--- config.mk ---
export PLATFORM = sky130hd
export DESIGN_NAME = flash_page_prog_sequencer_flat
export DESIGN_NICKNAME = d
export VERILOG_FILES = /design/src/rtl/flash_page_prog_sequencer_if.sv /design/src/rtl/flash_page_prog_sequencer.sv /design/src/flat_wrapper.sv
export SDC_FILE = /design/constraint.sdc
export NUM_CORES = 1
export LEC_CHECK = 0
export CAP_MARGIN = 20
export CELL_PAD_IN_SITES_DETAIL_PLACEMENT = 1
export CELL_PAD_IN_SITES_GLOBAL_PLACEMENT = 2
export CORE_MARGIN = 3
export CORE_UTILIZATION = 26
export CTS_CLUSTER_DIAMETER = 120
export CTS_CLUSTER_SIZE = 28
export DETAILED_ROUTE_END_ITERATION = 16
export MAX_ROUTING_LAYER = met4
export PLACE_DENSITY_LB_ADDON = 0.1
export SETUP_SLACK_MARGIN = 0.3
export SLEW_MARGIN = 10
export SYNTH_ARGS = -nofsm -noshare
export SYNTH_HDL_FRONTEND = slang
export SYNTH_SLANG_ARGS = --single-unit
--- constraint.sdc ---
create_clock -name clk_i -period 4.3 [get_ports clk_i]
set_input_delay 0.86 -clock clk_i [delete_from_list [all_inputs] [get_ports clk_i]]
set_output_delay 0.86 -clock clk_i [all_outputs]
set_load 0.005 [all_outputs]
--- src/rtl/flash_page_prog_sequencer_if.sv ---
// Signal bundle between the page-program sequencer, its job controller,
// the receive FIFO read port and the spi_phy load/fetch port.
interface flash_page_prog_sequencer_if;
    logic        start;
    logic [31:0] start_addr;
    logic [15:0] page_count;
    logic        busy;
    logic        done;
    logic        error;
    logic [15:0] pages_done;
    logic        buff_prog_empty;
    logic        buff_rden;
    logic [63:0] buff_data;
    logic        load_out;
    logic        load_full_in;
    logic [7:0]  command_len_out;
    logic [7:0]  addr_len_out;
    logic [7:0]  dummy_len_out;
    logic [15:0] data_len_out;
    logic [31:0] command_out;
    logic [63:0] addr_out;
    logic [63:0] data_out;
    logic        tristate_out;
    logic        spi_busy_in;
    logic [63:0] fetch_din;
    logic        fetch_out;
    logic        fetch_empty_in;

    modport master (
        input  start, start_addr, page_count, buff_prog_empty, buff_data,
               load_full_in, spi_busy_in, fetch_din, fetch_empty_in,
        output busy, done, error, pages_done, buff_rden, load_out,
               command_len_out, addr_len_out, dummy_len_out, data_len_out,
               command_out, addr_out, data_out, tristate_out, fetch_out
    );

    modport slave (
        output start, start_addr, page_count, buff_prog_empty, buff_data,
               load_full_in, spi_busy_in, fetch_din, fetch_empty_in,
        input  busy, done, error, pages_done, buff_rden, load_out,
               command_len_out, addr_len_out, dummy_len_out, data_len_out,
               command_out, addr_out, data_out, tristate_out, fetch_out
    );
endinterface

--- src/rtl/flash_page_prog_sequencer.sv ---
// Multi-page QSPI programming sequencer: WREN, 4-byte Page Program fed from
// the receive FIFO, then RDSR polling until WIP clears, once per 256-byte page.
module flash_page_prog_sequencer #(
    parameter int unsigned PAGE_WORDS = 32,
    parameter int unsigned POLL_LIMIT = 20000,
    parameter logic [7:0]  CMD_WREN   = 8'h06,
    parameter logic [7:0]  CMD_PP     = 8'h12,
    parameter logic [7:0]  CMD_RDSR   = 8'h05
) (
    input logic                         clk_i,
    input logic                         rst_ni,
    flash_page_prog_sequencer_if.master bus
);
    localparam int WCW = $clog2(PAGE_WORDS + 1);
    localparam int PCW = $clog2(POLL_LIMIT + 1);
    localparam logic [15:0] PAGE_BITS = 16'(PAGE_WORDS * 64);

    typedef enum logic [3:0] {
        IDLE, WAIT_DATA, WREN, WAIT_IDLE, PP_HDR, PP_DATA, RDSR, FETCH, CHECK, NEXT
    } state_e;

    typedef enum logic [1:0] {PH_PREP, PH_CAP, PH_LOAD} phase_e;

    state_e           state_q, state_d, ret_q, ret_d;
    phase_e           phase_q, phase_d;
    logic [1:0]       wait_q, wait_d;
    logic [WCW-1:0]   word_q, word_d;
    logic [PCW-1:0]   poll_q, poll_d;
    logic             wip_q, wip_d;
    logic [31:0]      addr_q, addr_d;
    logic [15:0]      count_q, count_d, pages_q, pages_d;
    logic             busy_q, busy_d, done_q, done_d, error_q, error_d;
    logic [7:0]       cmdLen_q, cmdLen_d, addrLen_q, addrLen_d, opcode_q, opcode_d;
    logic [15:0]      dataLen_q, dataLen_d;
    logic             tristate_q, tristate_d;
    logic [63:0]      data_q, data_d;
    logic             loadReq, loadFire, unusedFetch;

    // Strobes are decoded combinationally so load_out can never coincide with load_full_in.
    assign loadReq  = (state_q == WREN || state_q == PP_HDR || state_q == PP_DATA ||
                       state_q == RDSR) && (phase_q == PH_LOAD);
    assign loadFire = loadReq & ~bus.load_full_in;

    assign bus.load_out        = loadFire;
    assign bus.buff_rden       = (state_q == PP_HDR || state_q == PP_DATA) && (phase_q == PH_PREP);
    assign bus.fetch_out       = (state_q == FETCH) && !bus.fetch_empty_in;
    assign bus.busy            = busy_q;
    assign bus.done            = done_q;
    assign bus.error           = error_q;
    assign bus.pages_done      = pages_q;
    assign bus.command_len_out = cmdLen_q;
    assign bus.addr_len_out    = addrLen_q;
    assign bus.dummy_len_out   = 8'd0;
    assign bus.data_len_out    = dataLen_q;
    assign bus.command_out     = {24'd0, opcode_q};
    assign bus.addr_out        = {32'd0, addr_q};
    assign bus.data_out        = data_q;
    assign bus.tristate_out    = tristate_q;
    assign unusedFetch         = ^bus.fetch_din[63:1];

    always_comb begin
        state_d = state_q;  ret_d = ret_q;  phase_d = phase_q;  wait_d = wait_q;
        word_d = word_q;  poll_d = poll_q;  wip_d = wip_q;  addr_d = addr_q;
        count_d = count_q;  pages_d = pages_q;  busy_d = busy_q;
        done_d = 1'b0;  error_d = 1'b0;
        cmdLen_d = cmdLen_q;  addrLen_d = addrLen_q;  opcode_d = opcode_q;
        dataLen_d = dataLen_q;  tristate_d = tristate_q;  data_d = data_q;

        case (state_q)
            IDLE: begin
                busy_d = 1'b0;
                if (bus.start && !busy_q) begin
                    busy_d  = 1'b1;
                    addr_d  = bus.start_addr;
                    count_d = bus.page_count;
                    pages_d = '0;
                    poll_d  = '0;
                    if (bus.page_count == 16'd0) done_d = 1'b1;
                    else                         state_d = WAIT_DATA;
                end
            end
            WAIT_DATA: begin
                if (!bus.buff_prog_empty) begin
                    state_d = WREN;
                    phase_d = PH_PREP;
                    word_d  = '0;
                end
            end
            WREN: begin
                if (phase_q == PH_PREP) begin
                    cmdLen_d = 8'd8;  addrLen_d = 8'd0;  dataLen_d = 16'd0;
                    tristate_d = 1'b0;  opcode_d = CMD_WREN;
                    phase_d = PH_LOAD;
                end else if (loadFire) begin
                    state_d = WAIT_IDLE;  ret_d = PP_HDR;  wait_d = '0;  phase_d = PH_PREP;
                end
            end
            PP_HDR, PP_DATA: begin
                // Continuation words keep the header fields; the phy only looks at data.
                case (phase_q)
                    PH_PREP: phase_d = PH_CAP;
                    PH_CAP: begin
                        data_d = bus.buff_data;
                        if (state_q == PP_HDR) begin
                            cmdLen_d = 8'd8;  addrLen_d = 8'd32;  dataLen_d = PAGE_BITS;
                            tristate_d = 1'b0;  opcode_d = CMD_PP;
                        end
                        phase_d = PH_LOAD;
                    end
                    default: begin
                        if (loadFire) begin
                            word_d  = word_q + 1'b1;
                            phase_d = PH_PREP;
                            if (word_q + 1'b1 == WCW'(PAGE_WORDS)) begin
                                state_d = WAIT_IDLE;  ret_d = RDSR;  wait_d = '0;
                            end else begin
                                state_d = PP_DATA;
                            end
                        end
                    end
                endcase
            end
            RDSR: begin
                if (phase_q == PH_PREP) begin
                    cmdLen_d = 8'd8;  addrLen_d = 8'd0;  dataLen_d = 16'd8;
                    tristate_d = 1'b1;  opcode_d = CMD_RDSR;
                    phase_d = PH_LOAD;
                end else if (loadFire) begin
                    state_d = WAIT_IDLE;  ret_d = FETCH;  wait_d = '0;  phase_d = PH_PREP;
                end
            end
            WAIT_IDLE: begin
                // Give the phy two cycles to raise spi_busy_in before trusting it.
                if (wait_q != 2'd2)        wait_d  = wait_q + 2'd1;
                else if (!bus.spi_busy_in) state_d = ret_q;
            end
            FETCH: begin
                if (!bus.fetch_empty_in) begin
                    wip_d   = bus.fetch_din[0];
                    poll_d  = poll_q + 1'b1;
                    state_d = CHECK;
                end
            end
            CHECK: begin
                if (!wip_q) begin
                    state_d = NEXT;
                end else if (poll_q >= PCW'(POLL_LIMIT)) begin
                    error_d = 1'b1;  busy_d = 1'b0;  state_d = IDLE;
                end else begin
                    state_d = RDSR;  phase_d = PH_PREP;
                end
            end
            NEXT: begin
                pages_d = pages_q + 16'd1;
                addr_d  = addr_q + 32'd256;
                poll_d  = '0;
                if (pages_q + 16'd1 == count_q) begin
                    done_d = 1'b1;  busy_d = 1'b0;  state_d = IDLE;
                end else begin
                    state_d = WAIT_DATA;
                end
            end
            default: state_d = IDLE;
        endcase
    end

    always_ff @(posedge clk_i or negedge rst_ni) begin
        if (!rst_ni) begin
            state_q <= IDLE;  ret_q <= IDLE;  phase_q <= PH_PREP;  wait_q <= '0;
            word_q <= '0;  poll_q <= '0;  wip_q <= 1'b0;  addr_q <= '0;
            count_q <= '0;  pages_q <= '0;  busy_q <= 1'b0;  done_q <= 1'b0;  error_q <= 1'b0;
            cmdLen_q <= '0;  addrLen_q <= '0;  opcode_q <= '0;  dataLen_q <= '0;
            tristate_q <= 1'b0;  data_q <= '0;
        end else begin
            state_q <= state_d;  ret_q <= ret_d;  phase_q <= phase_d;  wait_q <= wait_d;
            word_q <= word_d;  poll_q <= poll_d;  wip_q <= wip_d;  addr_q <= addr_d;
            count_q <= count_d;  pages_q <= pages_d;  busy_q <= busy_d;  done_q <= done_d;
            error_q <= error_d;  cmdLen_q <= cmdLen_d;  addrLen_q <= addrLen_d;
            opcode_q <= opcode_d;  dataLen_q <= dataLen_d;  tristate_q <= tristate_d;
            data_q <= data_d;
        end
    end
endmodule

--- src/flat_wrapper.sv ---
// flat-port wrapper written by rule: the top's interface ports become plain ports
module flash_page_prog_sequencer_flat 
#(
    parameter int unsigned PAGE_WORDS = 32,
    parameter int unsigned POLL_LIMIT = 20000,
    parameter logic [7:0]  CMD_WREN   = 8'h06,
    parameter logic [7:0]  CMD_PP     = 8'h12,
    parameter logic [7:0]  CMD_RDSR   = 8'h05
)
  (clk_i, rst_ni, bus_start, bus_start_addr, bus_page_count, bus_buff_prog_empty, bus_buff_data, bus_load_full_in, bus_spi_busy_in, bus_fetch_din, bus_fetch_empty_in, bus_busy, bus_done, bus_error, bus_pages_done, bus_buff_rden, bus_load_out, bus_command_len_out, bus_addr_len_out, bus_dummy_len_out, bus_data_len_out, bus_command_out, bus_addr_out, bus_data_out, bus_tristate_out, bus_fetch_out);
  flash_page_prog_sequencer_if bus_i ();
  input logic clk_i;
  input logic rst_ni;
  input wire logic [$bits(bus_i.start)-1:0] bus_start;
  input wire logic [$bits(bus_i.start_addr)-1:0] bus_start_addr;
  input wire logic [$bits(bus_i.page_count)-1:0] bus_page_count;
  input wire logic [$bits(bus_i.buff_prog_empty)-1:0] bus_buff_prog_empty;
  input wire logic [$bits(bus_i.buff_data)-1:0] bus_buff_data;
  input wire logic [$bits(bus_i.load_full_in)-1:0] bus_load_full_in;
  input wire logic [$bits(bus_i.spi_busy_in)-1:0] bus_spi_busy_in;
  input wire logic [$bits(bus_i.fetch_din)-1:0] bus_fetch_din;
  input wire logic [$bits(bus_i.fetch_empty_in)-1:0] bus_fetch_empty_in;
  output wire logic [$bits(bus_i.busy)-1:0] bus_busy;
  output wire logic [$bits(bus_i.done)-1:0] bus_done;
  output wire logic [$bits(bus_i.error)-1:0] bus_error;
  output wire logic [$bits(bus_i.pages_done)-1:0] bus_pages_done;
  output wire logic [$bits(bus_i.buff_rden)-1:0] bus_buff_rden;
  output wire logic [$bits(bus_i.load_out)-1:0] bus_load_out;
  output wire logic [$bits(bus_i.command_len_out)-1:0] bus_command_len_out;
  output wire logic [$bits(bus_i.addr_len_out)-1:0] bus_addr_len_out;
  output wire logic [$bits(bus_i.dummy_len_out)-1:0] bus_dummy_len_out;
  output wire logic [$bits(bus_i.data_len_out)-1:0] bus_data_len_out;
  output wire logic [$bits(bus_i.command_out)-1:0] bus_command_out;
  output wire logic [$bits(bus_i.addr_out)-1:0] bus_addr_out;
  output wire logic [$bits(bus_i.data_out)-1:0] bus_data_out;
  output wire logic [$bits(bus_i.tristate_out)-1:0] bus_tristate_out;
  output wire logic [$bits(bus_i.fetch_out)-1:0] bus_fetch_out;
  assign bus_i.start = bus_start;
  assign bus_i.start_addr = bus_start_addr;
  assign bus_i.page_count = bus_page_count;
  assign bus_i.buff_prog_empty = bus_buff_prog_empty;
  assign bus_i.buff_data = bus_buff_data;
  assign bus_i.load_full_in = bus_load_full_in;
  assign bus_i.spi_busy_in = bus_spi_busy_in;
  assign bus_i.fetch_din = bus_fetch_din;
  assign bus_i.fetch_empty_in = bus_fetch_empty_in;
  assign bus_busy = bus_i.busy;
  assign bus_done = bus_i.done;
  assign bus_error = bus_i.error;
  assign bus_pages_done = bus_i.pages_done;
  assign bus_buff_rden = bus_i.buff_rden;
  assign bus_load_out = bus_i.load_out;
  assign bus_command_len_out = bus_i.command_len_out;
  assign bus_addr_len_out = bus_i.addr_len_out;
  assign bus_dummy_len_out = bus_i.dummy_len_out;
  assign bus_data_len_out = bus_i.data_len_out;
  assign bus_command_out = bus_i.command_out;
  assign bus_addr_out = bus_i.addr_out;
  assign bus_data_out = bus_i.data_out;
  assign bus_tristate_out = bus_i.tristate_out;
  assign bus_fetch_out = bus_i.fetch_out;
  flash_page_prog_sequencer #(.PAGE_WORDS(PAGE_WORDS), .POLL_LIMIT(POLL_LIMIT), .CMD_WREN(CMD_WREN), .CMD_PP(CMD_PP), .CMD_RDSR(CMD_RDSR)) u_core (.clk_i(clk_i), .rst_ni(rst_ni), .bus(bus_i));
endmodule
# Word-level counts from Yosys, hierarchy flattened

Cells that the tools add are included.

Bits in registers: 206
Logic and storage cells: 187
Bits of input ports: 183

Bitwise operators: 3
Reduce and logical (&&, ||, !) cells: 37
Mux-type cells: 83
$lt $le $gt $ge: 1
Add/sub/neg operators: 5
Eq/ne operators: 39

Operators with widths:

| operator                | number |
|---|---|
| $mux W16                | 5 |
| $mux W8                 | 10 |
| $mux W4                 | 18 |
| $pmux W32 S2            | 1 |
| $pmux W16 S3            | 1 |
| $pmux W15 S3            | 1 |
| $add A32 B9 Y32 const B | 1 |
| $mux W32                | 1 |
| $ne A2 B2 Y1 const B    | 16 |
| $pmux W16 S2            | 1 |
| $pmux W4 S8             | 1 |
| $pmux W8 S2             | 2 |
| $mux W15                | 2 |
| $pmux W8 S3             | 1 |
| $mux W2                 | 11 |
| $ne A2 B1 Y1 const B    | 10 |
| $mux W6                 | 3 |
| $add A16 B1 Y16 const B | 1 |
| $eq A16 B16 Y1          | 1 |
| $eq A4 B3 Y1 const B    | 4 |
| $logic_not A16 Y1       | 1 |
| $reduce_and A4 Y1       | 4 |
| $add A15 B1 Y15 const B | 1 |
| $ge A15 B15 Y1 const B  | 1 |
| 34 further kinds        | 70 |

# Logic depth before layout (Yosys ltp)

Gate-level depths: netlist of the first run.

Word-level depth: 9
Depth in mapped cells: 10
Mapped depth without buffers: 8

# Least setup slack after synthesis of the first run

No wires, ideal clock.

Path kind: input to register
From: input bus_fetch_empty_in
To: register u_core.poll_q[13]
Data required time: 4,222 ps
Path buffers: 1
Data arrival time: 2,363 ps
Stages on the path: 6
Slack: 1,859 ps
Cells stage by stage: nor3_2 o21ai_2 or3_1 clkbuf_1 or3_1 a21oi_1

Longest elaborated chain between the ends: 2

Ends and longest elaborated chain:

| item                        | RTL line                         | text |
|---|---|---|
| start, declared             | flat_wrapper.sv:22               | `input wire logic [$bits(bus_i.fetch_empty_in)-1:0] bus_fetch_empty_in;` |
| $ne A2 B2 Y1 (no line)      | n/a                              |  |
| $reduce_and A3 Y1 (no line) | n/a                              |  |
| end signal, assigned        | flash_page_prog_sequencer.sv:176 | `word_q <= word_d; poll_q <= poll_d; wip_q <= wip_d; addr_q <= addr_d;` |
| end, declared               | flash_page_prog_sequencer.sv:28  | `logic [PCW-1:0] poll_q, poll_d;` |

Every way passes these cells.
A chain may end at the register's enable or synchronous reset.

# Worst setup path in the final report of the first run

From: register u_core.state_q[2]
To: output bus_fetch_out

Longest elaborated chain between the ends: 2

Ends and longest elaborated chain:

| item                   | RTL line                         | text |
|---|---|---|
| start, declared        | flash_page_prog_sequencer.sv:24  | `state_e state_q, state_d, ret_q, ret_d;` |
| start signal, assigned | flash_page_prog_sequencer.sv:175 | `state_q <= state_d; ret_q <= ret_d; phase_q <= phase_d; wait_q <= wait_d;` |
| $eq A4 B3 Y1           | flash_page_prog_sequencer.sv:46  | `assign bus.fetch_out = (state_q == FETCH) && !bus.fetch_empty_in;` |
| $logic_and A1 B1 Y1    | flash_page_prog_sequencer.sv:46  |  |
| end, declared          | flat_wrapper.sv:37               | `output wire logic [$bits(bus_i.fetch_out)-1:0] bus_fetch_out;` |

Every way passes these cells.

==> summary.txt, run 1 <==
Detailed routing
  • Via/cell ratio: 4.50
  • DRC viols: 0
  • DR WL/cell: 17.3 µm
  • Vias post-DR: 7,179
  • Initial DRC Count: 253
  • Wirelength, routed: 27.6 mm
  • DR pass1 iterations: 6
  • Post-route ant nets: 0

Yosys
  • Register area share after synthesis: 0.481
  • Synthesized area per cell: 9.69 µm²
  • Cells after synthesis: 913
  • Flop and latch count out of synthesis: 170
  • YS warnings: 0
  • Synth Flop Type: dfrtp_1
  • Synth cell types: 59
  • Async set-reset flop share out of synthesis: 1.00
  • Syn Std Cell Area: 0.00885 mm²
  • Post-synth EDFFs: 0

Clocking
  • Skew-Pair Late Insertion Delay: 0.44 ns
  • TritonCTS clock tree: built
  • CTS clk-pin slew, worst paths: 0.07 ns
  • Post-CTS Setup Repair Bufs: 0
  • Post-CTS sizing: 0
  • CTS Hold Bufs: 0
  • Worst-case clock buffer depth: 2
  • H-tree Lvls: 4
  • # clock sinks: 170
  • TritonCTS Buffers: 17
  • Clock root buffer: clkbuf_16

Power and ir drop
  • Clock power frac: 0.219
  • P per Cell Area: 615 mW/mm²
  • Leakage power: 5.06 nW
  • Seq pwr share: 0.388
  • NetSw: 2.48 mW
  • VDD IR max: 0.000261 V
  • Combinational power share: 0.393
  • Int Power: 4.90 mW
  • Switching fraction of total power: 0.337

Global route
  • Number of global-route vias before repair: 7,330
  • First-pass GRT wire length: 43.1 mm
  • Initial antenna violation count: 0
  • GR Util All Layers: 0.156
  • Remaining Overflow, GRT: 0
  • Largest net degree at the start of global routing: 72

Min path
  • Hold Path Class: in2async

Floorplanning
  • Die width: 190 µm
  • I/O pin total: 406
  • Rows: 66
  • Die H: 190 µm
  • Initial Util: 0.268
  • Core region area: 0.0330 mm²
  • Die area: 0.0363 mm²

Critical path
  • WP data required: 3.44 ns
  • R2r worst-path depth: 7
  • CP max FO: 13
  • Worst setup path end: bus_fetch_out
  • CP Launch Type: register
  • CP arrival: 2.45 ns
  • Crit. Startpoint: u_core.state_q[2]
  • WS Path Type: reg2out
  • Crit-path cells: clkinv_1 > nor3_2 > buf_4 > clkdlybuf4s50_1
  • CP Capture Type: output port
  • Crit path max-delay cell type: dfrtp_1
  • Delay of the slowest cell on the worst path: 0.60 ns
  • Flop2flop setup slack: 1.45 ns
  • R2r endpoint: u_core.bus.busy
  • Reg-to-reg startpoint: u_core.bus.pages_done[4]

Timing
  • Fmax: 0.302 GHz
  • Tcrit/Tclk final: 0.770
  • Final hold viol count: 0
  • Tmin final: 3.31 ns
  • Setup violators final: 0
  • Rel. slew slack: 0.478
  • RSZ-0062 raised after global routing: no
  • Final Max Slew Viols: 0
  • Setup ws final: 0.989 ns
  • Clk_skew: 0.0105 ns
  • Slew @ Worst Pin: 0.783 ns
  • Hold slack: 0.437 ns
  • Setup_tns: 0 ns

Layout
  • Share of cells above drive strength 1: 0.103
  • Area growth, synth to finish: 35.7%
  • ANT cells: 0
  • Nets: 1,330

Placement
  • HPWL Detailed: 20.3 mm
  • IO buf count: 246
  • Gp weighted congestion: 0.745
  • Post-Place Worst Slack: 0.959 ns

Run status
  • Status: finished, final reports clean

Run
  • Max-cap check violation count: 0
## logic make-up after synthesis
kind of cell	Yosys count	share of synthesized area
multiplexers	65	0.0827
AND/OR/NAND/NOR	322	0.169
flip-flops	170	0.481
XOR/XNOR	36	0.0356
adder cells (fa/ha/maj)	6	0.00848
other	1	0.000424
buffers and inverters	165	0.114
AO/OA/AOI/OAI	148	0.109
## power groups by stage
stage                     logic, mW  clock network [mW]  registers, mW
after floorplan                1.45                   0           2.74
after global placement         2.94                   0           2.88
after detailed placement       2.97                   0           2.90
after CTS                      2.99                1.67           2.87
after global routing           3.21                1.75           2.99
final                          2.90                1.61           2.86
## worst max-delay path: cells and delay by family, from the launching register on
kind	cells	cell delay, ns
flops	1	0.60
simple gates	1	0.26
buf+inv	3	1.14
## stage by stage
stage          power (mW)  utilization  std cells  area (µm²)
6_report             7.38        0.364       1596       12000
5_1_grt              7.96        0.364       1596       12000
4_1_cts              7.53        0.364       1596       12000
3_5_place_dp         5.87        0.345       1564       11400
3_3_place_gp         5.82        0.345       1564       11400
2_1_floorplan        4.19            -       1008        9210
## synthesized netlist by cell type (2+ instances only)
master | count | area [µm²]
dfrtp_1 | 170 | 4250
a22o_1 | 2 | 17.5
buf_6 | 2 | 22.5
or3_1 | 8 | 50.1
nor2b_1 | 3 | 18.8
a41oi_1 | 2 | 17.5
o21ai_0 | 55 | 275
mux2_2 | 65 | 732
xnor2_1 | 23 | 201
nor4_1 | 15 | 93.8
ha_1 | 6 | 75.1
nand4_1 | 9 | 56.3
a32oi_1 | 2 | 17.5
a31oi_1 | 9 | 56.3
nor3b_1 | 8 | 60.1
or2_2 | 2 | 12.5
o21a_1 | 2 | 15.0
o311ai_0 | 12 | 105
a211oi_1 | 2 | 15.0
a21oi_1 | 24 | 120
nor3_1 | 15 | 75.1
nand2b_1 | 7 | 43.8
buf_4 | 99 | 743
nor2_1 | 48 | 180
o21bai_1 | 2 | 15.0
clkbuf_1 | 40 | 150
nand3_1 | 24 | 120
nor4b_1 | 3 | 26.3
nand3b_1 | 4 | 30.0
a21o_1 | 3 | 22.5
a221o_1 | 8 | 80.1
o211ai_1 | 6 | 45.0
inv_1 | 21 | 78.8
buf_1 | 2 | 7.51
o31ai_1 | 7 | 52.6
and2_1 | 2 | 12.5
and3_1 | 12 | 75.1
xor2_1 | 13 | 114
nand2_1 | 156 | 586
## worst min path at each step
| stage | start | end | slack [ns] | cells past startpoint |
|---|---|---|---|---|
| final | rst_ni | u_core.word_q[4] | 0.44 | 1 |
| after global routing | rst_ni | u_core.word_q[4] | 0.48 | 1 |
| after CTS | rst_ni | u_core.word_q[3] | 0.46 | 1 |
| after detailed placement | u_core.ret_q[2] | u_core.ret_q[2] | 0.45 | 1 |
| after global placement | u_core.addr_q[3] | u_core.addr_q[3] | 0.46 | 2 |
| after floorplan | u_core.ret_q[2] | u_core.ret_q[2] | 0.44 | 1 |
## state kept, by name (all words and copies together), names as in the netlist, 2 cells and up
register,flops
u_core.bus.data_out,64
u_core.addr_q,32
u_core.bus.pages_done,16
u_core.count_q,16
u_core.poll_q,15
u_core.word_q,6
u_core.state_q,4
u_core.opcode_q,3
u_core.ret_q,3
u_core.phase_q,2
u_core.wait_q,2
## layer usage
layer / GRT usage / up-vias / share of wire
met5: - / - / 0
met4: 0.0327 / 0 / 0.0094
met3: 0.0362 / 12 / 0.050
met2: 0.265 / 169 / 0.52
met1: 0.190 / 3575 / 0.42
li1: - / 3423 / -
## layout by cell type (no fill, tap or decap), types with 12 or more instances in the layout
| master | n |
|---|---|
| nor2_1 | 47 |
| conb_1 | 96 |
| clkdlybuf4s50_1 | 245 |
| mux2_2 | 65 |
| o21ai_0 | 55 |
| a21oi_1 | 24 |
| nand3_1 | 24 |
| inv_1 | 21 |
| nor3_1 | 15 |
| and3_1 | 12 |
| clkbuf_16 | 17 |
| nand2_1 | 156 |
| xnor2_1 | 23 |
| xor2_1 | 13 |
| o311ai_0 | 12 |
| nor4_1 | 15 |
| dfrtp_1 | 170 |
## layout make-up
| cell class | instances | area (µm²) |
|---|---|---|
| Sequential cell | 170 | 4250 |
| Multi-Input combinational cell | 673 | 3960 |
| Timing Repair Buffer | 257 | 2560 |
| Fill cell | 3784 | 21000 |
| Tap cell | 442 | 553 |
| Clock inverter | 15 | 176 |
| Clock buffer | 17 | 425 |
| Inverter | 22 | 82.6 |
Power figures use the tool's default switching activity.
==> run 2: changes to the inputs <==
--- a/config.mk
+++ b/config.mk
@@ -9,7 +9,7 @@
 export CELL_PAD_IN_SITES_DETAIL_PLACEMENT = 1
 export CELL_PAD_IN_SITES_GLOBAL_PLACEMENT = 2
 export CORE_MARGIN = 3
-export CORE_UTILIZATION = 26
+export CORE_UTILIZATION = 22
 export CTS_CLUSTER_DIAMETER = 120
 export CTS_CLUSTER_SIZE = 28
 export DETAILED_ROUTE_END_ITERATION = 16
==> constraint.sdc (replaced) <==
create_clock -name clk_i -period 2.95 [get_ports clk_i]
set_input_delay 0.59 -clock clk_i [delete_from_list [all_inputs] [get_ports clk_i]]
set_output_delay 0.59 -clock clk_i [all_outputs]
set_load 0.005 [all_outputs]
==> run 2 against run 1 <==
Non-clock buffer count is 31 higher. Largest cell class unchanged. Utilization is 4.6 points lower. Final cell count is 6.6% higher. Clock-buffer cell count is 1 higher. Critical path type is now reg2reg. Sequential share of layout area is 1.2 points lower.
==> summary.txt, run 2 (same netlist as run 1, synthesis figures left out) <==
Floorplanning
  • Rows: 72
  • Die width: 207 µm
  • Initial Util: 0.226
  • Die H: 207 µm
  • Die area: 0.0427 mm²
  • I/O pin total: 406
  • Core region area: 0.0392 mm²

Global route
  • GR Util All Layers: 0.137
  • Number of global-route vias before repair: 7,460
  • Initial antenna violation count: 0
  • Largest net degree at the start of global routing: 70
  • First-pass GRT wire length: 44.1 mm
  • Remaining Overflow, GRT: 0

Critical path
  • Crit-path cells: buf_4 > or4_4 > o21ai_4 > o21ai_2 > or3_1 > or3_1 > a21oi_1
  • CP max FO: 6
  • Buf+Inv Stages, Crit Path: 1
  • CP Capture Type: register
  • CP arrival: 2.82 ns
  • WS Path Type: reg2reg
  • CP Launch Type: register
  • Crit path max-delay family: simple AND/OR/NAND/NOR gates
  • Crit path max-delay cell type: or4_4
  • WP data required: 3.31 ns
  • Cell mode on critical path: or3_1
  • Delay of the slowest cell on the worst path: 0.60 ns

Run status
  • Status: finished, final reports clean

Placement
  • DP Cell Count: 1,666
  • HPWL Detailed: 21.4 mm
  • Post-Place Worst Slack: 0.235 ns
  • IO buf count: 246
  • Area after DPL: 0.0117 mm²
  • Gp weighted congestion: 0.691

Detailed routing
  • Post-route ant nets: 0
  • DRC viols: 0
  • Via/cell ratio: 4.26
  • DR WL/cell: 17.1 µm
  • Wirelength, routed: 29.0 mm
  • DR pass1 iterations: 4
  • Vias post-DR: 7,246
  • Initial DRC Count: 224

Clocking
  • H-tree Lvls: 4
  • TritonCTS Buffers: 17
  • # clock sinks: 170
  • TritonCTS clock tree: built
  • CTS Hold Bufs: 0
  • Skew-Pair Late Insertion Delay: 0.44 ns
  • Clock root buffer: clkbuf_16
  • Worst-case clock buffer depth: 2
  • CTS clk-pin slew, worst paths: 0.08 ns

Power and ir drop
  • VDD IR max: 0.000283 V
  • P per Cell Area: 888 mW/mm²
  • Leakage power: 5.27 nW
  • Tot Pwr: 11.0 mW

Timing
  • Tcrit/Tclk final: 0.833
  • Setup ws final: 0.494 ns
  • Setup violators final: 0
  • Final hold viol count: 0
  • Final Max Slew Viols: 0
  • Slew @ Worst Pin: 0.671 ns
  • Tmin final: 2.46 ns
  • Setup_tns: 0 ns
  • Rel. slew slack: 0.552
  • Hold slack: 0.162 ns
  • Clk_skew: 0.0126 ns
  • Fmax: 0.407 GHz
  • RSZ-0062 raised after global routing: no

Layout
  • Share of cells above drive strength 1: 0.135
  • Most common cell after layout, fill and taps aside: clkdlybuf4s50_1
  • Fillers: 4,474
  • Most frequent cells in the layout: 242 x clkdlybuf4s50_1, 167 x dfrtp_1, 156 x nand2_1, 96 x conb_1, 65 x mux2_2
  • Design area: 0.0124 mm²
  • Fin util: 0.317
  • ANT cells: 0
  • Max reg flops: 64
  • Nets: 1,361
  • Final std cells w/o fill: 1,702
  • Area growth, synth to finish: 40.4%

Min path
  • Hold Path Class: in2async

Run
  • Max-cap check violation count: 0
-- run 2: cell types whose count changed in the layout (fill, tap and decap cells not counted), sizes merged --
cell / delta
buf: +30
clkdlybuf4s50: -3
clkinvlp: -3
inv: +3
clkbuf: +2
clkinv: -2
dlygate4sd2: +2
dlymetal6s2s: +1
-- run 2: repair_timing --
| action | CTS | global route |
|---|---|---|
| pin swaps | 2 | 0 |
| setup buffers | 4 | 1 |
| gates resized for setup | 8 | 7 |
| endpoints found under the setup margin | 3 | 6 |
-- run 2: final cells by class --
cell class,count,area (µm²),share of cell area
sequential,170,4260,0.343
multi-input combinational,673,4000,0.322
timing repair buffer,288,2830,0.228
tap,518,648,0.0521
clock buffer,18,439,0.0353
clock inverter,13,166,0.0134
inverter,22,82.6,0.00664
-- run 2: worst register-to-register path, cell delays in order (launching register included) --
cell	delay, ns
dfrtp_1	0.38
buf_4	0.15
or4_4	0.60
o21ai_4	0.20
o21ai_2	0.09
or3_1	0.47
or3_1	0.34
a21oi_1	0.15
-- run 2: worst paths after layout --
kind                       slack, ns           endpoint  depth (start not counted)              start
setup / recovery                0.49  u_core.poll_q[13]                          7  u_core.state_q[1]
hold / removal                  0.16  u_core.addr_q[29]                          1             rst_ni
setup reg to reg                0.49  u_core.poll_q[13]                          7  u_core.state_q[1]
hold reg to reg                 0.47   u_core.addr_q[2]                          2   u_core.addr_q[2]
max in group asynchronous       2.03   u_core.bus.error                          2             rst_ni
min in group clk_i              0.47   u_core.addr_q[2]                          2   u_core.addr_q[2]
-- run 2: routing by layer --
metal | global-route usage | wire length (µm)
met1 | 0.167 | 12400
met3 | 0.0309 | 1320
met5 | - | 0
met2 | 0.232 | 15000
met4 | 0.0342 | 369
-- run 2: power by group --
group          switching, mW  leakage, nW  total (mW)  internal [mW]
registers              0.796         2.10        4.08           3.29
logic                   1.87         2.88        4.54           2.67
clock network           1.05        0.290        2.41           1.36
==> run 3: changes to the inputs <==
==> constraint.sdc (replaced) <==
create_clock -name clk_i -period 2 [get_ports clk_i]
set_input_delay 0.4 -clock clk_i [delete_from_list [all_inputs] [get_ports clk_i]]
set_output_delay 0.4 -clock clk_i [all_outputs]
set_load 0.005 [all_outputs]
==> run 3 against run 2 <==
Clock-buffer cell count increased by 1. Critical endpoint is now u_core.addr_q[29]. Register-to-register slack got worse by 0.73 ns. Power up 65%. Largest power group unchanged. Routed wire length grew 21%. The flow now finishes with violations (setup timing). Clock power grew 42%. Highest routed layer unchanged. Sequential share of layout area is 5.8 points lower.
==> summary.txt, run 3 (same netlist as run 1, synthesis figures left out) <==
Power and ir drop
  • Tot Pwr: 18.2 mW
  • VDD IR max: 0.000541 V
  • P per Cell Area: 1220 mW/mm²
  • Leakage power: 7.46 nW

Critical path
  • WP data required: 2.33 ns
  • CP arrival: 2.57 ns
  • Delay of the slowest cell on the worst path: 0.56 ns
  • CP Capture Type: register
  • Crit path max-delay family: compound AO/OA/AOI/OAI gates
  • Crit. Startpoint: u_core.state_q[3]
  • Reg-to-reg startpoint: u_core.state_q[3]
  • CP max FO: 7
  • CP Launch Type: register
  • Buf+Inv Stages, Crit Path: 5
  • Crit-path cells: buf_4 > or4_4 > o21ai_4 > buf_4 > buf_6 > buf_12 > buf_12 > o21ai_0 > a221o_1
  • WS Path Type: reg2reg
  • Crit path max-delay cell type: or4_4

Timing
  • Tcrit/Tclk final: 1.12
  • Tmin final: 2.24 ns
  • Clk_skew: 0.0148 ns
  • Fmax: 0.446 GHz
  • RSZ-0062 raised after global routing: yes
  • Setup ws final: -0.240 ns
  • Final Max Slew Viols: 0
  • Rel. slew slack: 0.648
  • Setup violators final: 148
  • Final hold viol count: 0
  • Slew @ Worst Pin: 0.524 ns

Placement
  • Gp weighted congestion: 0.759
  • Area after DPL: 0.0125 mm²
  • IO buf count: 246
  • HPWL Detailed: 24.5 mm

Clocking
  • # clock sinks: 170
  • H-tree Lvls: 4
  • TritonCTS Buffers: 17
  • Skew-Pair Late Insertion Delay: 0.45 ns
  • Worst-case clock buffer depth: 2
  • CTS clk-pin slew, worst paths: 0.07 ns
  • Clock root buffer: clkbuf_16
  • TritonCTS clock tree: built

Layout
  • Nets: 1,514
  • Fillers: 4,364
  • Most frequent cells in the layout: 161 x dfrtp_1, 145 x nand2_1, 118 x clkdlybuf4s50_1, 117 x buf_4, 96 x conb_1
  • Fin util: 0.382
  • Share of cells above drive strength 1: 0.312
  • Area growth, synth to finish: 69.2%
  • Most common cell after layout, fill and taps aside: dfrtp_1
  • Design area: 0.0150 mm²
  • Max reg flops: 64

Run status
  • Status: finished, violations left
  • Failing checks: setup timing

Global route
  • First-pass GRT wire length: 50.4 mm
  • GR Util All Layers: 0.160
  • Largest net degree at the start of global routing: 44
  • Initial antenna violation count: 2
  • Remaining Overflow, GRT: 0
  • Number of global-route vias before repair: 8,001

Floorplanning
  • Die width: 207 µm
  • Rows: 72
  • Die area: 0.0427 mm²
  • Core region area: 0.0392 mm²
  • I/O pin total: 406
  • Die H: 207 µm
  • Initial Util: 0.226

Detailed routing
  • Post-route ant nets: 0
  • DR pass1 iterations: 4
  • DRC viols: 0
  • Wirelength, routed: 35.0 mm
  • Vias post-DR: 7,935
  • DR WL/cell: 18.8 µm
  • Via/cell ratio: 4.27
  • Initial DRC Count: 285

Min path
  • Hold Path Class: in2async

Run
  • Max-cap check violation count: 0
==> run 3: changes by cell type in the layout (fill, tap and decap cells not counted), sizes merged, moves of 2 or more <==
cell,change
dlymetal6s2s,+89
diode,+2
clkdlybuf4s15,+10
clkinv,+2
buf,+154
dlygate4sd2,+10
clkbuf,+11
clkdlybuf4s50,-124
bufbuf,+3
==> run 3: power breakdown <==
| part | switching, mW | internal, mW | total [mW] |
|---|---|---|---|
| registers | 1.03 | 4.86 | 5.89 |
| clock network | 1.54 | 1.89 | 3.43 |
| logic | 3.78 | 5.14 | 8.92 |
| total | 6.35 | 11.9 | 18.2 |
==> run 3: metrics by stage <==
stage,TNS (ns),std cells,setup slack [ns],hold WS (ns)
finish,-16.79,1858,-0.240,0.442
global route,-26.76,1858,-0.306,0.468
CTS,-6.04,1811,-0.239,0.433
detailed placement,-10.96,1746,-0.471,0.338
global placement,-12.16,1746,-0.461,0.341
floorplan,-0.965,1008,-0.275,0.104
==> run 3: path summary, 6_finish.rpt <==
| path | endpoint | slack [ns] | cells after the start |
|---|---|---|---|
| max | u_core.addr_q[29] | -0.24 | 9 |
| max reg2reg | u_core.addr_q[29] | -0.24 | 9 |
| min reg2reg | u_core.addr_q[7] | 0.48 | 2 |
| max in group asynchronous | u_core.addr_q[13] | 0.94 | 3 |
| min | u_core.bus.data_out[24] | 0.44 | 2 |
| min in group clk_i | u_core.addr_q[7] | 0.48 | 2 |
==> run 3: area by class of cell <==
class                      count  area (µm²)  area share
timing repair buffer         441        4750       0.317
multi-input combinational    673        4640       0.310
sequential                   170        4270       0.285
tap                          518         648      0.0433
clock buffer                  19         443      0.0296
clock inverter                13         143     0.00952
inverter                      22        85.1     0.00568
antenna                        2        5.00    0.000334
==> run 3: routing by layer <==
| layer | global-route usage | routed length [µm] | vias to the layer above | share of wire |
|---|---|---|---|---|
| li1 | - | - | 3799 | - |
| met1 | 0.201 | 15400 | 3901 | 0.44 |
| met2 | 0.261 | 16800 | 222 | 0.48 |
| met3 | 0.0423 | 2510 | 13 | 0.072 |
| met4 | 0.0335 | 285 | 0 | 0.0081 |
| met5 | - | 0 | - | 0 |
==> run 3: what timing repair did <==
| action | CTS | global route |
|---|---|---|
| resized for setup | 166 | 245 |
| pin swaps | 17 | 44 |
| cloned | 9 | 4 |
| hold buffers | 1 | 0 |
| hold endpoints to repair | 30 | 0 |
| setup endpoints to repair | 290 | 279 |
| buffers inserted | 23 | 41 |
